--- config.mk ---
export PLATFORM = sky130hd
export DESIGN_NAME = program_loader
export DESIGN_NICKNAME = d
export VERILOG_FILES = /design/src/rtl/program_loader.sv
export SDC_FILE = /design/constraint.sdc
export NUM_CORES = 1
export LEC_CHECK = 0
export ABC_AREA = 0
export CAP_MARGIN = 20
export CORE_MARGIN = 2
export CORE_UTILIZATION = 50
export CTS_CLUSTER_DIAMETER = 40
export CTS_CLUSTER_SIZE = 14
export DETAILED_ROUTE_END_ITERATION = 10
export PLACE_DENSITY = 0.76
export SYNTH_ARGS = -nofsm -noshare
export SYNTH_HDL_FRONTEND = slang
export SYNTH_SLANG_ARGS = --single-unit
--- constraint.sdc ---
create_clock -name clk -period 2.19 [get_ports clk]
set_clock_uncertainty 0.05 [all_clocks]
set_input_delay 0.219 -clock clk [delete_from_list [all_inputs] [get_ports clk]]
set_output_delay 0.219 -clock clk [all_outputs]
set_load 0.05 [all_outputs]
--- src/rtl/program_loader.sv ---
// Byte-stream program loader: takes a 16-bit word count followed by little-endian
// instruction bytes and writes 32-bit words sequentially into instruction memory.
module program_loader #(
  parameter int DATA_WIDTH = 32,
  parameter int MEM_DEPTH  = 256,
  parameter int ADDR_WIDTH = 10
) (
  input  logic                  clk,
  input  logic                  arst_n,
  input  logic [7:0]            rx_data,
  input  logic                  rx_valid,
  output logic                  rx_ready,
  input  logic                  start,
  output logic                  w_en,
  output logic [ADDR_WIDTH-1:0] w_addr,
  output logic [DATA_WIDTH-1:0] w_data,
  output logic                  prog_ready,
  output logic                  load_error,
  output logic [15:0]           words_loaded
);

  typedef enum logic [2:0] {
    LEN_LO,
    LEN_HI,
    DATA,
    WRITE,
    DONE,
    ERROR
  } state_t;

  state_t      state_reg;
  logic [7:0]  len_lo_reg;
  logic [15:0] len_reg;
  logic [15:0] word_idx_reg;
  logic [1:0]  byte_idx_reg;
  logic [7:0]  asm_reg [0:2];

  logic        accept;
  logic [15:0] hdr_len;

  assign accept  = rx_valid && rx_ready;
  assign hdr_len = {rx_data, len_lo_reg};

  // rx_ready is registered: each transition sets it for the state being entered.
  always_ff @(posedge clk or negedge arst_n) begin
    if (!arst_n) begin
      state_reg    <= LEN_LO;
      len_lo_reg   <= '0;
      len_reg      <= '0;
      word_idx_reg <= '0;
      byte_idx_reg <= '0;
      for (int k = 0; k < 3; k++) asm_reg[k] <= '0;
      rx_ready     <= 1'b0;
      w_en         <= 1'b0;
      w_addr       <= '0;
      w_data       <= '0;
      prog_ready   <= 1'b0;
      load_error   <= 1'b0;
      words_loaded <= '0;
    end else begin
      w_en     <= 1'b0;
      rx_ready <= 1'b1;
      case (state_reg)
        LEN_LO: begin
          if (start) begin
            words_loaded <= '0;
          end else if (accept) begin
            len_lo_reg <= rx_data;
            state_reg  <= LEN_HI;
          end
        end

        LEN_HI: begin
          if (start) begin
            words_loaded <= '0;
            state_reg    <= LEN_LO;
          end else if (accept) begin
            len_reg <= hdr_len;
            if (hdr_len == 16'd0) begin
              prog_ready <= 1'b1;
              rx_ready   <= 1'b0;
              state_reg  <= DONE;
            end else if (hdr_len > 16'(MEM_DEPTH)) begin
              load_error <= 1'b1;
              rx_ready   <= 1'b0;
              state_reg  <= ERROR;
            end else begin
              byte_idx_reg <= '0;
              word_idx_reg <= '0;
              words_loaded <= '0;
              state_reg    <= DATA;
            end
          end
        end

        DATA: begin
          if (start) begin
            byte_idx_reg <= '0;
            words_loaded <= '0;
            state_reg    <= LEN_LO;
          end else if (accept) begin
            if (byte_idx_reg == 2'd3) begin
              w_en      <= 1'b1;
              w_addr    <= {word_idx_reg[ADDR_WIDTH-3:0], 2'b00};
              w_data    <= {rx_data, asm_reg[2], asm_reg[1], asm_reg[0]};
              rx_ready  <= 1'b0;
              state_reg <= WRITE;
            end else begin
              for (int k = 0; k < 3; k++) begin
                if (byte_idx_reg == 2'(k)) asm_reg[k] <= rx_data;
              end
              byte_idx_reg <= byte_idx_reg + 2'd1;
            end
          end
        end

        WRITE: begin
          // The write already went out this cycle, so a start here still counts it.
          word_idx_reg <= word_idx_reg + 16'd1;
          words_loaded <= words_loaded + 16'd1;
          byte_idx_reg <= '0;
          if (start) begin
            state_reg <= LEN_LO;
          end else if (word_idx_reg + 16'd1 == len_reg) begin
            prog_ready <= 1'b1;
            rx_ready   <= 1'b0;
            state_reg  <= DONE;
          end else begin
            state_reg <= DATA;
          end
        end

        DONE: begin
          if (start) begin
            prog_ready   <= 1'b0;
            words_loaded <= '0;
            state_reg    <= LEN_LO;
          end else begin
            rx_ready <= 1'b0;
          end
        end

        ERROR: begin
          if (start) begin
            load_error   <= 1'b0;
            words_loaded <= '0;
            state_reg    <= LEN_LO;
          end else begin
            rx_ready <= 1'b0;
          end
        end

        default: begin
          rx_ready  <= 1'b0;
          state_reg <= LEN_LO;
        end
      endcase
    end
  end

endmodule
==> results_dict.tcl <==
set metrics [dict create \
    synth.yosys.warnings 0 \
    tns_ns -0.07358 \
    end_kind "flip-flop" \
    max-vdd-ir-drop_v 0.0006222 \
    synth_cell_types 58 \
    track_usage 0.2504 \
    p_sw_uw 1926 \
    timing.slew.headroom 0.6252 \
    initial_core_util 0.5082 \
    grt_pass1_wl_mm 25.15 \
    core_sq_um 11910 \
    ys_seq_area_frac 0.5333 \
    p_sw_frac 0.2745 \
    numCtsBuffers 17 \
    drc 0 \
    nets 699 \
    yosys_most_used_dff "dfrtp_1" \
    p_leak_uw 0.003750 \
    synthArstFlopShare 1.000 \
    io_pins 74 \
    rsz0062_at_grt "yes" \
    rrSetupSlack_ns -0.07 \
    timing.final.crit_share 1.034 \
    grt_max_degree 45 \
    syn-cell-area_sq_um 6053 \
    largest_reg_flops 32 \
    hold_viol 0 \
    arrival_ns 2.51 \
    h-tree-depth 4 \
    antenna_cells 0 \
    status "complete, but fails checks" \
    insertion_delay_ns 0.42 \
    setup_viol 1 \
    port_buffers 71 \
    min_period_ns 2.264 \
    ys_ff_latch 129 \
    cap_violations 0 \
    cp_slowest_stage_delay_ns 0.43 \
    fmax_mhz 441.8 \
    clk_pin_slew_ns 0.06 \
    cts.sinks 129 \
    violations "negative setup slack" \
    wirelength_mm 15.39 \
    overflow 0 \
    setup_ws_ns -0.07358 \
    hold_path_class "in -> async" \
    p_int_uw 5091 \
    tightest_slew_ns 0.5622 \
    p_clk_frac 0.408 \
    area_delta_synth_final_pct 37.08 \
    die_h_um 114.0 \
    wl_per_cell_um 18.35 \
    syn_inst 531 \
    cp-start-kind "flip-flop" \
    grt_pass1_vias 5014 \
    pwr-share-seq 0.400 \
    place.gp.congestion 0.9132 \
    die_w_um 114.0 \
    drtIter0Drc 353 \
    viasPerCell 5.808 \
    clockRootBuffer "clkbuf_16" \
    cts_tree "built" \
    synth_edf_count 0 \
    dr_total_vias 4873 \
    final_max_slew_viol_count 0 \
    antenna_found_initial 0 \
    combPwrFrac 0.191 \
    powerDensity_nw_per_um2 845.7 \
    drtPass1Iterations 6 \
    worstPathRequired_ns 2.44 \
    ctsLongestPathBuffers 2 \
    ant_nets 0 \
    dp_hpwl_mm 10.41 \
    crit_type "reg -> reg" \
    crit_top_cell "buf_4" \
    register_area_sq_um 3236 \
    crit_slowest_cell "dfrtp_2" \
    r2r_start "word_idx_reg[0]$_DFFE_PN0P_" \
    dp_slack_ns -0.2643 \
    fp.dieArea_sq_um 13000 \
    startpoint "word_idx_reg[0]$_DFFE_PN0P_" \
    drive_gt1_frac 0.3425 \
    fillers 852 \
    path_cells "nand3_4 > buf_4 > nor2_1 > buf_4 > o22ai_1 > a311o_1 > and4_4 > o31a_1" \
    multiInputGateArea_sq_um 2751 \
    cp_max_fo 5 \
    rows 40 \
    syn_area_per_cell_sq_um 11.40 \
]
==> critical path, delay by kind of cell (launching register included) <==
family / cells / cell delay, ns
flops: 1 / 0.43
compound gates: 3 / 0.69
buf+inv: 2 / 0.37
simple gates: 3 / 0.59
==> power groups by stage <==
stage | Clock [uW] | Combinational (uW) | Sequential, uW
3_5_place_dp | 0 | 1210 | 2830
2_1_floorplan | 0 | 685 | 2840
4_1_cts | 2910 | 1290 | 2790
6_report | 2870 | 1340 | 2810
5_1_grt | 3030 | 1450 | 2830
3_3_place_gp | 0 | 1160 | 2810
==> cell type report <==
cell class	count	area share
multi-input combinational	360	0.3316
clock buffer	18	0.05293
timing repair buffer	163	0.1796
clock inverter	12	0.01930
inverter	10	0.004524
tap	147	0.02217
sequential	129	0.3899
==> through the flow <==
| step | hold WS, ns | instances | power (uW) | instance area, sq um | util |
|---|---|---|---|---|---|
| 6_report | 0.2771 | 839 | 7017 | 8298 | 0.6966 |
| 5_1_grt | 0.3296 | 839 | 7304 | 8298 | 0.6966 |
| 4_1_cts | 0.2982 | 834 | 6989 | 8187 | 0.6873 |
| 3_5_place_dp | 0.1909 | 797 | 4039 | 7495 | 0.6292 |
| 3_3_place_gp | 0.1913 | 797 | 3974 | 7495 | 0.6292 |
| 2_1_floorplan | -0.1266 | 532 | 3527 | 6063 | - |
==> final timing paths <==
kind                                          endpoint  cells after the start
min in group clk                 w_addr[6]$_DFFE_PN0P_                      2
max                             prog_ready$_DFFE_PN0P_                      8
min reg2reg                      w_addr[6]$_DFFE_PN0P_                      2
min                        words_loaded[4]$_DFFE_PN0P_                      2
max in group asynchronous      len_reg[11]$_DFFE_PN0P_                      3
max reg2reg                     prog_ready$_DFFE_PN0P_                      8
==> layout by cell type (no fill, tap or decap), types with 5 or more instances in the layout <==
cell type and instances:
a21oi_1 20, a31oi_1 16, and2_1 5, and3_1 8, buf_12 7, buf_4 83, clkbuf_16 17, clkdlybuf4s50_1 70
dfrtp_1 123, dfrtp_2 6, ha_1 5, inv_1 10, mux2_2 85, nand2_1 34, nand3_1 19, nand4_1 11
nor2_1 27, nor3_1 6, o21ai_0 26, o21ai_1 9, xnor2_1 16, xor2_1 10
==> cells in the mapped netlist (10+ instances only) <==
| library cell | n | area, sq um |
|---|---|---|
| dfrtp_1 | 129 | 3228 |
| mux2_2 | 85 | 957.2 |
| o21ai_0 | 37 | 185.2 |
| nand2_1 | 34 | 127.6 |
| nor2_1 | 28 | 105.1 |
| a21oi_1 | 20 | 100.1 |
| clkbuf_1 | 20 | 75.07 |
| nand3_1 | 19 | 95.09 |
| a31oi_1 | 16 | 100.1 |
| xnor2_1 | 16 | 140.1 |
| nand4_1 | 11 | 68.82 |
| buf_2 | 10 | 50.05 |
| inv_1 | 10 | 37.54 |
| xor2_1 | 10 | 87.58 |
==> what timing repair did <==
action	in CTS	in global routing
pin swaps	7	11
gates resized for setup	11	25
endpoints found under the hold margin	35	0
hold buffers	1	0
buffers inserted	6	4
endpoints found under the setup margin	5	37
gates cloned	0	1
==> per-layer routing <==
metal	up-vias	GRT usage	routed length, um
li1	2224	-	-
met1	2438	0.3024	6438
met2	190	0.4290	7782
met3	21	0.08023	973
met4	0	0.07724	196
met5	-	0	0
==> logic make-up after synthesis <==
family / count (synthesis) / synth area share
buffers and inverters: 43 / 0.03059
AO/OA/AOI/OAI: 102 / 0.1054
XOR/XNOR: 26 / 0.03762
AND/OR/NAND/NOR: 138 / 0.1203
multiplexers: 86 / 0.1598
other: 1 / 0.0006195
adder cells (fa/ha/maj): 6 / 0.01240
flip-flops: 129 / 0.5333
No activity file was read; power rests on OpenSTA's default activity.
